===== src/rtl/instr_encoder_loader_pkg.sv =====
// Shared instruction-format definitions for the encoder/loader and the decode stage.
// Field positions live here so encode and decode always agree on the word layout.
package instr_encoder_loader_pkg;

    typedef enum logic [1:0] {
        OP_PROC = 2'b00,
        OP_MEM  = 2'b01,
        OP_FLOW = 2'b10,
        OP_ILL  = 2'b11
    } op_t;

    localparam logic [4:0] CMD_COS  = 5'b01100;
    localparam logic       WITH_IMM = 1'b1;

    localparam int OP_LSB   = 30;
    localparam int CMD_LSB  = 25;
    localparam int IMM_BIT  = 24;
    localparam int RD_LSB   = 20;
    localparam int RN_LSB   = 16;
    localparam int RM_LSB   = 12;
    localparam int MCMD_LSB = 28;
    localparam int LINK_BIT = 29;

    typedef struct packed {
        op_t         op;
        logic [4:0]  cmd;
        logic        imm;
        logic [3:0]  rd;
        logic [3:0]  rn;
        logic [3:0]  rm;
        logic [23:0] imm_val;
    } instr_desc_t;

    typedef enum logic [2:0] {
        ST_IDLE,
        ST_LOAD,
        ST_DONE,
        ST_FULL,
        ST_ERR
    } state_t;

endpackage


===== src/rtl/instr_field_packer.sv =====
// Combinational packer: symbolic descriptor to 32-bit instruction word plus legality flag.
module instr_field_packer
    import instr_encoder_loader_pkg::*;
(
    input  instr_desc_t desc,
    output logic [31:0] word,
    output logic        illegal
);

    always_comb begin
        word    = '0;
        illegal = 1'b0;
        word[OP_LSB +: 2] = desc.op;
        case (desc.op)
            OP_PROC: begin
                word[CMD_LSB +: 5] = desc.cmd;
                word[IMM_BIT]      = desc.imm;
                word[RD_LSB +: 4]  = desc.rd;
                word[RN_LSB +: 4]  = desc.rn;
                if (desc.imm == WITH_IMM)
                    word[15:0] = desc.imm_val[15:0];
                else
                    word[RM_LSB +: 4] = desc.rm;
                illegal = (desc.cmd > CMD_COS);
            end
            OP_MEM: begin
                // memory ops are always immediate; in_imm is ignored
                word[MCMD_LSB +: 2] = desc.cmd[1:0];
                word[RD_LSB +: 4]   = desc.rd;
                word[RN_LSB +: 4]   = desc.rn;
                word[15:0]          = desc.imm_val[15:0];
                illegal             = |desc.cmd[4:2];
            end
            OP_FLOW: begin
                word[LINK_BIT] = desc.cmd[0];
                word[23:0]     = desc.imm_val;
                illegal        = |desc.cmd[4:1];
            end
            default: illegal = 1'b1;
        endcase
    end

endmodule


===== src/rtl/instr_encoder_loader.sv =====
// Program loader: encodes descriptors and writes legal words sequentially into instruction memory.
// state | meaning: IDLE reset/no session, LOAD accepting, DONE last written, FULL memory end hit, ERR illegal seen
module instr_encoder_loader
    import instr_encoder_loader_pkg::*;
#(
    parameter int DEPTH  = 1024,
    parameter int ADDR_W = $clog2(DEPTH)
) (
    input  logic              clk,
    input  logic              rst_n,
    input  logic              start,
    input  logic [ADDR_W-1:0] base_addr,
    input  logic              in_valid,
    output logic              in_ready,
    input  logic              in_last,
    input  logic [1:0]        in_op,
    input  logic [4:0]        in_cmd,
    input  logic              in_imm,
    input  logic [3:0]        in_rd,
    input  logic [3:0]        in_rn,
    input  logic [3:0]        in_rm,
    input  logic [23:0]       in_imm_val,
    output logic              imem_we,
    output logic [ADDR_W-1:0] imem_addr,
    output logic [31:0]       imem_wdata,
    output logic              busy,
    output logic              done,
    output logic              overflow,
    output logic              error,
    output logic [ADDR_W-1:0] err_index,
    output logic [ADDR_W:0]   word_count
);

    state_t            state_q, state_d;
    logic [ADDR_W-1:0] addr_q;
    instr_desc_t       desc;
    logic [31:0]       word;
    logic              illegal;
    logic              accept;
    logic              at_end;

    assign desc = '{op: op_t'(in_op), cmd: in_cmd, imm: in_imm, rd: in_rd,
                    rn: in_rn, rm: in_rm, imm_val: in_imm_val};

    instr_field_packer u_packer (
        .desc    (desc),
        .word    (word),
        .illegal (illegal)
    );

    assign accept = in_valid && (state_q == ST_LOAD);
    assign at_end = (addr_q == ADDR_W'(DEPTH - 1));

    always_comb begin
        state_d = state_q;
        case (state_q)
            ST_IDLE, ST_DONE, ST_FULL, ST_ERR: begin
                if (start)
                    state_d = ST_LOAD;
            end
            ST_LOAD: begin
                if (accept) begin
                    if (illegal)
                        state_d = ST_ERR;
                    else if (in_last)
                        state_d = ST_DONE;
                    else if (at_end)
                        state_d = ST_FULL;
                end
            end
            default: state_d = ST_IDLE;
        endcase
    end

    always_ff @(posedge clk or negedge rst_n) begin
        if (!rst_n)
            state_q <= ST_IDLE;
        else
            state_q <= state_d;
    end

    // the index of a rejected descriptor equals the count of legal words written before it
    always_ff @(posedge clk or negedge rst_n) begin
        if (!rst_n) begin
            addr_q     <= '0;
            imem_we    <= 1'b0;
            imem_addr  <= '0;
            imem_wdata <= '0;
            err_index  <= '0;
            word_count <= '0;
        end else begin
            imem_we <= 1'b0;
            if (start && (state_q != ST_LOAD)) begin
                addr_q     <= base_addr;
                word_count <= '0;
                err_index  <= '0;
            end else if (accept) begin
                if (illegal) begin
                    err_index <= word_count[ADDR_W-1:0];
                end else begin
                    imem_we    <= 1'b1;
                    imem_addr  <= addr_q;
                    imem_wdata <= word;
                    word_count <= word_count + 1'b1;
                    if (!at_end)
                        addr_q <= addr_q + 1'b1;
                end
            end
        end
    end

    assign in_ready = (state_q == ST_LOAD);
    assign busy     = (state_q == ST_LOAD);
    assign done     = (state_q == ST_DONE);
    assign overflow = (state_q == ST_FULL);
    assign error    = (state_q == ST_ERR);

endmodule

===== config.mk =====
export PLATFORM = sky130hd
export DESIGN_NAME = instr_encoder_loader
export DESIGN_NICKNAME = d
export VERILOG_FILES = /design/src/rtl/instr_encoder_loader_pkg.sv /design/src/rtl/instr_field_packer.sv /design/src/rtl/instr_encoder_loader.sv
export SDC_FILE = /design/constraint.sdc
export NUM_CORES = 1
export LEC_CHECK = 0
export ABC_AREA = 1
export BUFFER_PORTS_ARGS = -buffer_cell sky130_fd_sc_hd__buf_2
export CORE_UTILIZATION = 44
export DETAILED_ROUTE_END_ITERATION = 6
export GPL_TIMING_DRIVEN = 0
export PLACE_DENSITY = 0.7
export SYNTH_ARGS = -nofsm -noshare
export SYNTH_HDL_FRONTEND = slang
export SYNTH_HIERARCHICAL = 1
export SYNTH_SLANG_ARGS = --single-unit

===== constraint.sdc =====
create_clock -name clk -period 3.4 [get_ports clk]
set_input_delay 0.17 -clock clk [delete_from_list [all_inputs] [get_ports clk]]
set_output_delay 0.17 -clock clk [all_outputs]
set_load 0.05 [all_outputs]

==> results of run 1 <==
## critical path, delay by kind of cell, from the launching register on
kind                   cells  cell delay, ps
flip-flops                 1             460
AND/OR/NAND/NOR            1             260
buffers and inverters      2             380
## worst paths after layout
check / from / to / depth (start not counted)
hold reg to reg: imem_wdata[6] / imem_wdata[6] / 2
setup / recovery: state_q[1] / in_ready / 3
max in group asynchronous: rst_n / imem_wdata[3] / 3
min in group asynchronous: rst_n / word_count[6] / 2
hold / removal: base_addr[3] / addr_q[3] / 5
setup reg to reg: addr_q[0] / state_q[2] / 10
## cells in the final DEF, fill, tap and decap left out, drive strengths merged, types with 2 or more instances in the layout
master       count
a21oi            2
a22o             8
buf            147
bufinv           2
clkbuf          13
clkinv           5
dfrtp           77
dlygate4sd3      2
ha               2
inv             39
nand2          269
nand3           43
nand4            7
nor2            44
nor3             2
o21ai           30
o31ai            2
## area by class of cell
class | instances | area, sq um | area share (%)
Sequential cell | 77 | 1930 | 37.3
Clock inverter | 7 | 100 | 1.94
Buffer | 24 | 184 | 3.56
Multi-Input combinational cell | 414 | 1870 | 36.2
Inverter | 39 | 149 | 2.88
Timing Repair Buffer | 129 | 681 | 13.2
Clock buffer | 9 | 124 | 2.40
Tap cell | 108 | 135 | 2.61
## through the flow
stage / hold slack (ps) / util (%) / cells / power, W / area [sq um]
3_3_place_gp: 366 / 55.1 / 788 / 0.00334 / 4900
2_1_floorplan: -126 / - / 554 / 0.00287 / 4130
6_report: 117 / 58.1 / 807 / 0.00414 / 5170
5_1_grt: 119 / 58.1 / 807 / 0.00438 / 5170
3_5_place_dp: 105 / 55.4 / 789 / 0.00338 / 4930
4_1_cts: 107 / 58.1 / 807 / 0.00417 / 5170
## cells in the mapped netlist, drive strengths merged
cell / instances / area (sq um)
nand2: 269 / 1050
dfrtp: 77 / 1930
nor2: 44 / 221
nand3: 43 / 215
inv: 39 / 149
o21ai: 30 / 150
buf: 20 / 169
a22o: 8 / 70.1
nand4: 7 / 43.8
clkbuf: 4 / 15.0
a21oi: 2 / 10.0
ha: 2 / 25.0
nor3: 2 / 21.3
o31ai: 2 / 20.0
o211ai: 1 / 12.5
o21bai: 1 / 7.51
o22ai: 1 / 6.26
xnor2: 1 / 8.76
xor2: 1 / 8.76
## flip-flops by register name, indices dropped and copies added (netlist names)
register and count:
addr_q 10, err_index 10, imem_addr 10, imem_wdata 32, imem_we 1, state_q 3
word_count 11
## metal layers
layer	track usage, %	wire [microns]	vias up
met5	0	0	-
met4	8.27	164	0
met3	5.82	800	13
met2	36.3	4740	154
met1	27.2	4570	1809
li1	-	-	2014
## cell families (layout without fill, tap and decap cells)
| kind of cell | after synthesis | count (layout) |
|---|---|---|
| AND/OR/NAND/NOR | 365 | 365 |
| AO/OA/AOI/OAI | 45 | 45 |
| flip-flops | 77 | 77 |
| XOR/XNOR | 2 | 2 |
| adder cells (fa/ha/maj) | 2 | 2 |
| buffers and inverters | 63 | 208 |
## report_power, final
part           switching (W)  leakage [nW]  total, W  internal, W
Clock               0.000365         0.113  0.000782     0.000417
Sequential          0.000202          1.03   0.00140      0.00120
Combinational        0.00147          1.83   0.00196     0.000488
Total                0.00204          2.97   0.00414      0.00210
## repair_timing
action,4_1_cts,5_1_grt
resized for setup,0,0
hold endpoints to repair,24,0
hold buffers,2,0
==> summary.md, run 1 <==
| Metric | Value |
|---|---|
| Status | `finished clean` |
| Site row count | `34` |
| CP Cell Sequence | `nor3_4 > buf_4 > buf_2` |
| Syn Area/Cell | `7.46 sq um` |
| Ports | `128` |
| Wire length per cell | `12.7 microns` |
| Overflow after GRT | `0` |
| Post-Place Worst Slack | `1620 ps` |
| I/O Buffers | `126` |
| Remaining DRCs | `0` |
| Total track usage | `21.8%` |
| Final WS setup | `1770 ps` |
| Slew headroom | `68.6%` |
| H-tree levels | `3` |
| Share of layout cells above drive strength 1 | `26.2%` |
| R2r setup slk | `1780 ps` |
| Dpl hpwl | `7630 microns` |
| P_leak | `2.97 nW` |
| Synth unique cells | `32` |
| Via count | `3,990` |
| Synth warn | `6` |
| CP max-delay cell | `dfrtp_1` |
| Post-synthesis register bit count | `77` |
| Synth Area in Compound Gates | `6.69%` |
| Initial DRC count | `133` |
| Starting Density | `46.5%` |
| Vias per cell | `4.94` |
| Final hold vios | `0` |
| Root Buffer | `clkbuf_8` |
| Die height | `98.9 microns` |
| Clk sinks | `77` |
| Layout area overhead | `25.2%` |
| Routed Antenna Nets | `0` |
| Largest net degree at the start of global routing | `55` |
| Setup repair bufs after CTS | `0` |
| Adder-cell share of the synthesized area | `0.606%` |
| Clock buffer depth | `2` |
| Syn Nets | `615` |
| RSZ-0062 raised after global routing | `false` |
| CP Capture Type | `output port` |
| CP Launch Type | `flip-flop` |
| CTS tree | `done` |
| Clk_lat worst skew | `350 ps` |
| Reg clk slew, reported paths | `80 ps` |
| Number of diodes | `0` |
| Initial antenna violation count | `0` |
| Fin. max-slew vios | `0` |
| Mux share of post-synthesis cell area | `0%` |
| Clock Skew | `7.40 ps` |
| CTS buffer count | `9` |
| First-pass GRT wire length | `17,000 microns` |
| Pre-Repair DR Iteration Count | `4` |
| Die ar. | `0.00978 sq mm` |
| Max incr delay on CP | `460 ps` |
| Pwr dens | `800 mW/mm^2` |
| Fin nets | `755` |
| VDD IR-drop max | `674 uV` |
| Crit Path Max Fanout | `6` |
| Least-Margin Pin Slew | `471 ps` |
| Die Width | `98.9 microns` |
| Max Fclk | `613 MHz` |
| Vias in the first global route | `3,750` |
| Mapped Cells | `554` |
| Period utilization | `48.0%` |
| FILL cells | `856` |
| Routed WL | `10,300 microns` |
| Max cap viols | `0` |
| Xor and xnor area share after synthesis | `0.424%` |
| Hold crit path type | `in -> reg` |
| CP Class | `reg -> out` |
| Core Box Area | `0.00889 sq mm` |
| Synth Area in Simple Gates | `37.6%` |
| CP required | `3230 ps` |
| Final GP Congestion | `0.840` |
| Cell area after synthesis | `0.00413 sq mm` |
| Final setup fails | `0` |
| Crit path arrival time | `1460 ps` |
| Largest family of logic cells by synthesized area | `simple AND/OR/NAND/NOR gates` |
| Seq/Total Area, Yosys | `46.7%` |
| Fin Setup TNS | `0 ps` |
| Fin crit period | `1630 ps` |
Note: power is estimated with default switching activity, not from simulation.
==> inputs of run 2 (changes only) <==
--- a/config.mk
+++ b/config.mk
@@ -10,7 +10,7 @@
 export CORE_UTILIZATION = 44
 export DETAILED_ROUTE_END_ITERATION = 6
 export GPL_TIMING_DRIVEN = 0
-export PLACE_DENSITY = 0.7
+export PLACE_DENSITY = 0.73
 export SYNTH_ARGS = -nofsm -noshare
 export SYNTH_HDL_FRONTEND = slang
 export SYNTH_HIERARCHICAL = 1
==> constraint.sdc (replaced) <==
create_clock -name clk -period 1.3 [get_ports clk]
set_input_delay 0.065 -clock clk [delete_from_list [all_inputs] [get_ports clk]]
set_output_delay 0.065 -clock clk [all_outputs]
set_load 0.05 [all_outputs]
==> summary.md, run 2 (synthesis gave the netlist of run 1 again) <==
| Metric | Value |
|---|---|
| Status | `complete, but fails checks` |
| Violated checks | `setup timing` |
| Post-route insts no fill | `840` |
| Die ar. | `0.00978 sq mm` |
| Routed WL | `11,500 microns` |
| Max FFs per register | `32` |
| Cell seen most often among critical-path stages | `nand2_1` |
| Hold crit path type | `in -> reg` |
| Largest net degree at the start of global routing | `55` |
| CP max-delay cell | `dfrtp_1` |
| Biggest register | `imem_wdata` |
| Internal | `0.00639 W` |
| Vias per cell | `5.02` |
| Final hold vios | `0` |
| Max incr delay on CP | `400 ps` |
| Final GP Congestion | `0.833` |
| Starting Density | `46.5%` |
| CP required | `1600 ps` |
| Share of layout cells above drive strength 1 | `38.4%` |
| Dpl cells | `789` |
| Pwr dens | `2060 mW/mm^2` |
| Clk sinks | `77` |
| CTS tree | `done` |
| Register share of total power | `30.3%` |
| RSZ-0062 raised after global routing | `true` |
| Final setup fails | `81` |
| Switching share of power | `47.7%` |
| Crit path arrival time | `1830 ps` |
| VDD IR-drop max | `1380 uV` |
| Final WS setup | `-233 ps` |
| Site row count | `34` |
| Die height | `98.9 microns` |
| Pre-Repair DR Iteration Count | `5` |
| CP Capture Type | `flip-flop` |
| Comb pwr share | `51.6%` |
| Clk pwr share | `18.1%` |
| Period utilization | `118%` |
| CTS buffer count | `9` |
| Ports | `128` |
| I/O Buffers | `126` |
| Max cap viols | `0` |
| Reg clk slew, reported paths | `90 ps` |
| Fin nets | `788` |
| Psw | `0.00584 W` |
| Core Box Area | `0.00889 sq mm` |
| CP Cell Sequence | `ha_4 > nand2_1 > nor2_1 > nand2_1 > nor2_4 > nand3_2 > nand2_4 > nand2_1 > nand2_2` |
| Crit Path Max Fanout | `5` |
| Initial DRC count | `184` |
| Die Width | `98.9 microns` |
| CP Launch Type | `flip-flop` |
| Fin Hold WS | `19.2 ps` |
| Cell Area, Placed | `0.00494 sq mm` |
| Most frequent cells in the layout | `nand2_1 (236), buf_2 (123), dfrtp_1 (69), inv_1 (34), nor2_1 (33)` |
| WP buf/inv | `0` |
| Clk_lat worst skew | `350 ps` |
| Most common cell after layout, fill and taps aside | `nand2_1` |
| Clock buffer depth | `2` |
| First-pass GRT wire length | `18,000 microns` |
| H-tree levels | `3` |
| Wire length per cell | `13.6 microns` |
| Number of diodes | `0` |
| Initial antenna violation count | `0` |
| P_leak | `3.26 nW` |
| Vias in the first global route | `3,936` |
| Remaining DRCs | `0` |
| Slew headroom | `76.0%` |
| FILL cells | `730` |
| Multi-input gate area | `0.00218 sq mm` |
| Total track usage | `23.1%` |
| Pwr Total | `0.0122 W` |
| CP Class | `reg -> reg` |
| Max Fclk | `652 MHz` |
| Root Buffer | `clkbuf_8` |
| Least-Margin Pin Slew | `359 ps` |
| Via count | `4,218` |
| Fin. max-slew vios | `0` |
| Overflow after GRT | `0` |
| Reg area | `0.00194 sq mm` |
| Clock Skew | `11.5 ps` |
| Dpl hpwl | `7670 microns` |
| Routed Antenna Nets | `0` |
| Fin Setup TNS | `-13,190 ps` |
| Fin crit period | `1530 ps` |
| Top delay family on crit path | `simple AND/OR/NAND/NOR gates` |
| Largest regs | `imem_wdata: 32 flops, word_count: 11 flops` |
| Finished Cell Area | `0.00595 sq mm` |
| Layout area overhead | `44.0%` |
-- run 2: cell count changes in the layout (fill, tap and decap cells not counted), sizes merged --
cell / previous run / this run
bufinv: 2 / 3
nand2: 269 / 271
clkinvlp: 0 / 1
clkinv: 5 / 2
buf: 147 / 180
clkbuf: 13 / 12
-- run 2: area by class of cell --
| class | instances | area share (%) |
|---|---|---|
| Buffer | 24 | 4.31 |
| Clock buffer | 10 | 2.15 |
| Clock inverter | 6 | 1.87 |
| Inverter | 39 | 2.55 |
| Multi-Input combinational cell | 416 | 36.7 |
| Sequential cell | 77 | 32.6 |
| Tap cell | 108 | 2.27 |
| Timing Repair Buffer | 160 | 17.6 |
-- run 2: what timing repair did --
action	4_1_cts	5_1_grt
gates cloned	1	6
resized for setup	43	106
hold buffers	2	0
setup endpoints to repair	82	82
setup buffers	14	13
pin swaps	3	19
endpoints found under the hold margin	78	0
-- run 2: power groups by stage --
| stage | Clock, W | Combinational, W | Sequential, W |
|---|---|---|---|
| floorplan | 0 | 0.00186 | 0.00567 |
| global placement | 0 | 0.00506 | 0.00368 |
| detailed placement | 0 | 0.00515 | 0.00370 |
| CTS | 0.00224 | 0.00558 | 0.00366 |
| global route | 0.00236 | 0.00674 | 0.00381 |
| finish | 0.00221 | 0.00631 | 0.00371 |
-- run 2: metal layers --
metal | share of wire, % | vias to the layer above | routed length, microns | global-route usage [%]
met2 | 48 | 160 | 5450 | 39.2
met5 | 0 | - | 0 | 0
met3 | 7.4 | 18 | 845 | 5.96
met1 | 43 | 1952 | 4980 | 28.9
li1 | - | 2088 | - | -
met4 | 1.6 | 0 | 186 | 7.46
-- run 2: path summary, 6_finish.rpt --
path / start / to / slack [ps] / cells past startpoint
min in group asynchronous: rst_n / err_index[6] / 160 / 2
hold / removal: base_addr[3] / addr_q[3] / 20 / 5
setup reg to reg: addr_q[1] / addr_q[8] / -230 / 9
setup / recovery: addr_q[1] / addr_q[8] / -230 / 9
hold reg to reg: imem_wdata[20] / imem_wdata[20] / 470 / 2
max in group asynchronous: rst_n / imem_wdata[14] / 560 / 3
-- run 2: metrics by stage --
step,util (%),worst slack (ps)
final,66.9,-233
after global routing,66.9,-292
after CTS,61.1,-156
after detailed placement,55.5,-356
after global placement,55.2,-496
after floorplan,-,-396
-- run 2: worst reg2reg max path, stage by stage (launching register included) --
cell	delay [ps]
dfrtp_1	400
ha_4	160
nand2_1	50
nor2_1	100
nand2_1	110
nor2_4	190
nand3_2	150
nand2_4	150
nand2_1	90
nand2_2	80
==> inputs of run 3 (changes only) <==
--- a/config.mk
+++ b/config.mk
@@ -10,8 +10,7 @@
 export CORE_UTILIZATION = 44
 export DETAILED_ROUTE_END_ITERATION = 6
 export GPL_TIMING_DRIVEN = 0
-export PLACE_DENSITY = 0.73
+export PLACE_DENSITY_LB_ADDON = 0.25
 export SYNTH_ARGS = -nofsm -noshare
 export SYNTH_HDL_FRONTEND = slang
-export SYNTH_HIERARCHICAL = 1
 export SYNTH_SLANG_ARGS = --single-unit
==> summary.md, run 3 <==
| Metric | Value |
|---|---|
| Synth top area share | `50.3%` |
| Fin Setup TNS | `-10,500 ps` |
| Core Box Area | `0.00830 sq mm` |
| Pwr Total | `0.0119 W` |
| Clk sinks | `77` |
| Layout area overhead | `47.8%` |
| Most frequent cell after synthesis | `nand2_1` |
| Clock buffer depth | `2` |
| Via count | `3,994` |
| Number of diodes | `0` |
| Crit Path Max Fanout | `9` |
| Die ar. | `0.00908 sq mm` |
| Fin nets | `741` |
| Syn Area/Cell | `7.69 sq um` |
| Seq/Total Area, Yosys | `50.3%` |
| Final WS setup | `-191 ps` |
| CP required | `1530 ps` |
| Routed WL | `11,100 microns` |
| Vias in the first global route | `3,853` |
| Cell Area, Placed | `0.00472 sq mm` |
| Crit path arrival time | `1720 ps` |
| Initial DRC count | `105` |
| CP Class | `reg -> reg` |
| Prevailing post-synth register cell | `dfrtp_1` |
| P_leak | `3.09 nW` |
| Hold crit path type | `in -> reg` |
| CP Launch Type | `flip-flop` |
| Remaining DRCs | `0` |
| Worst r2r src | `state_q[2]` |
| Final GP Congestion | `0.843` |
| Dpl hpwl | `7300 microns` |
| Commonest cells post-synth | `nand2_1 (199), dfrtp_1 (77), nand3_1 (59)` |
| Leading area contributor after synthesis | `dfrtp_1` |
| Die Width | `95.3 microns` |
| Largest regs | `imem_wdata: 32 flops, word_count: 11 flops` |
| FILL cells | `674` |
| Initial antenna violation count | `0` |
| Biggest register | `imem_wdata` |
| Die height | `95.3 microns` |
| Max FFs per register | `32` |
| Least-Margin Pin Slew | `493 ps` |
| Syn Nets | `559` |
| Clock Skew | `9.12 ps` |
| Number of synthesized flops with an enable pin | `0` |
| Ports | `128` |
| Starting Density | `46.1%` |
| Pwr dens | `2110 mW/mm^2` |
| R2r setup slk | `-190 ps` |
| Largest net degree at the start of global routing | `56` |
| Hold depth | `5` |
| Max cap viols | `0` |
| Final hold vios | `0` |
| CTS tree | `done` |
| RR Endpoint | `imem_addr[6]` |
| Clk_lat worst skew | `350 ps` |
| Most frequent cells in the layout | `nand2_1 (165), buf_2 (122), dfrtp_1 (69), nand3_1 (57), inv_1 (38)` |
| First-pass GRT wire length | `17,600 microns` |
| FFs w/ async S/R, synth | `100%` |
| Switching share of power | `48.2%` |
| Site row count | `33` |
| RSZ-0062 raised after global routing | `true` |
| Root Buffer | `clkbuf_8` |
| R2R depth | `10` |
| Routed Antenna Nets | `0` |
| Mapped Cells | `498` |
| Comb pwr share | `52.8%` |
| Violated checks | `setup timing` |
| Total track usage | `25.2%` |
| Post-synthesis register bit count | `77` |
| Clk pwr share | `16.6%` |
| Fin crit period | `1490 ps` |
| Overflow after GRT | `0` |
| End of the worst hold path | `imem_wdata[20]` |
| Wire length per cell | `14.1 microns` |
| Slew headroom | `67.1%` |
| Register share of total power | `30.6%` |
| Psw | `0.00575 W` |
| Synth warn | `0` |
| Vias per cell | `5.06` |
| Share of layout cells above drive strength 1 | `39.1%` |
| Reg clk slew, reported paths | `80 ps` |
| Most common cell after layout, fill and taps aside | `nand2_1` |
| Cell area after synthesis | `0.00383 sq mm` |
| Post-Place Worst Slack | `-522 ps` |
| VDD IR-drop max | `1520 uV` |
| CTS buffer count | `9` |
| Synth area leaders | `dfrtp_1 (50%), nand2_1 (20%), nand3_1 (7.7%), inv_1 (4.2%), o21ai_0 (4.1%)` |
| Status | `complete, but fails checks` |
| Fin. max-slew vios | `0` |
| H-tree levels | `3` |
| Synth unique cells | `27` |
| Internal | `0.00619 W` |
| Final setup fails | `81` |
| Period utilization | `115%` |
| Max Fclk | `671 MHz` |
| Finished Cell Area | `0.00566 sq mm` |
| Pre-Repair DR Iteration Count | `4` |
| Worst Hold Launch | `in_rd[0]` |
| I/O Buffers | `127` |
| CP Capture Type | `flip-flop` |
==> run 3: cell types whose count changed after synthesis, moves of 5 or more <==
cell and delta:
nand2_1 -62, nor2_1 -25, nand3_1 +16, a22o_1 -8
o21ai_1 +8, buf_4 -7, inv_1 +7, buf_2 +6
clkbuf_1 +5, nand4_1 +5
==> run 3: how the worst max path moves through the flow <==
stage	start	endpoint	slack, ps	cells after the start
3_3_place_gp	rst_n	word_count[4]	-510	1
6_report	state_q[2]	imem_addr[6]	-190	10
3_5_place_dp	in_op[1]	imem_addr[5]	-520	8
5_1_grt	addr_q[1]	addr_q[7]	-260	9
2_1_floorplan	state_q[1]	imem_wdata[31]	-170	10
4_1_cts	state_q[2]	imem_wdata[31]	-190	10
==> run 3: kinds of logic after synthesis <==
family / after synthesis / share of synthesized area, %
buf+inv: 69 / 8.14
fa+ha+maj: 2 / 0.654
xor+xnor: 5 / 1.14
compound gates: 51 / 7.26
simple gates: 294 / 32.5
flops: 77 / 50.3
==> run 3: power groups by stage <==
stage | Clock [W] | Sequential [W] | Combinational, W
final | 0.00198 | 0.00366 | 0.00630
after global routing | 0.00212 | 0.00374 | 0.00673
after CTS | 0.00201 | 0.00361 | 0.00587
after detailed placement | 0 | 0.00366 | 0.00517
after global placement | 0 | 0.00363 | 0.00509
after floorplan | 0 | 0.00565 | 0.00188
==> run 3: worst max-delay path, cell delays in order (launching register included) <==
cell	delay, ps
dfrtp_1	390
inv_2	80
nand3_4	110
nor2_4	120
inv_2	50
nor2_4	140
inv_2	60
buf_8	150
clkbuf_16	160
nand2_1	50
o21ai_1	60
==> run 3: area by class of cell <==
class	instances	area [sq um]	share of cell area, %
buffer	22	229	4.05
inverter	45	171	3.03
tap	105	131	2.32
sequential	77	1940	34.2
clock buffer	12	135	2.39
clock inverter	4	72.6	1.28
multi-input combinational	352	1840	32.5
timing repair buffer	173	1140	20.2
==> run 3: routing by layer <==
metal / vias up / track usage [%] / routed length (microns)
met4: 0 / 6.69 / 134
met2: 141 / 43.8 / 5600
met1: 1882 / 31.4 / 4700
li1: 1960 / - / -
met5: - / 0 / 0
met3: 11 / 5.90 / 701
==> run 3: repair_timing <==
item / in CTS / in global routing
setup endpoints to repair: 81 / 82
endpoints found under the hold margin: 92 / 0
cloned: 4 / 2
buffers inserted: 17 / 6
hold buffers: 16 / 0
pin swaps: 10 / 15
resized for setup: 51 / 65
==> run 3: through the flow <==
step           instances  hold slack (ps)  util (%)
6_report             790             16.6      68.2
5_1_grt              790             17.0      68.2
4_1_cts              783             3.27      64.9
3_5_place_dp         731            -9.77      56.9
3_3_place_gp         730              293      56.5
2_1_floorplan        498             -231         -
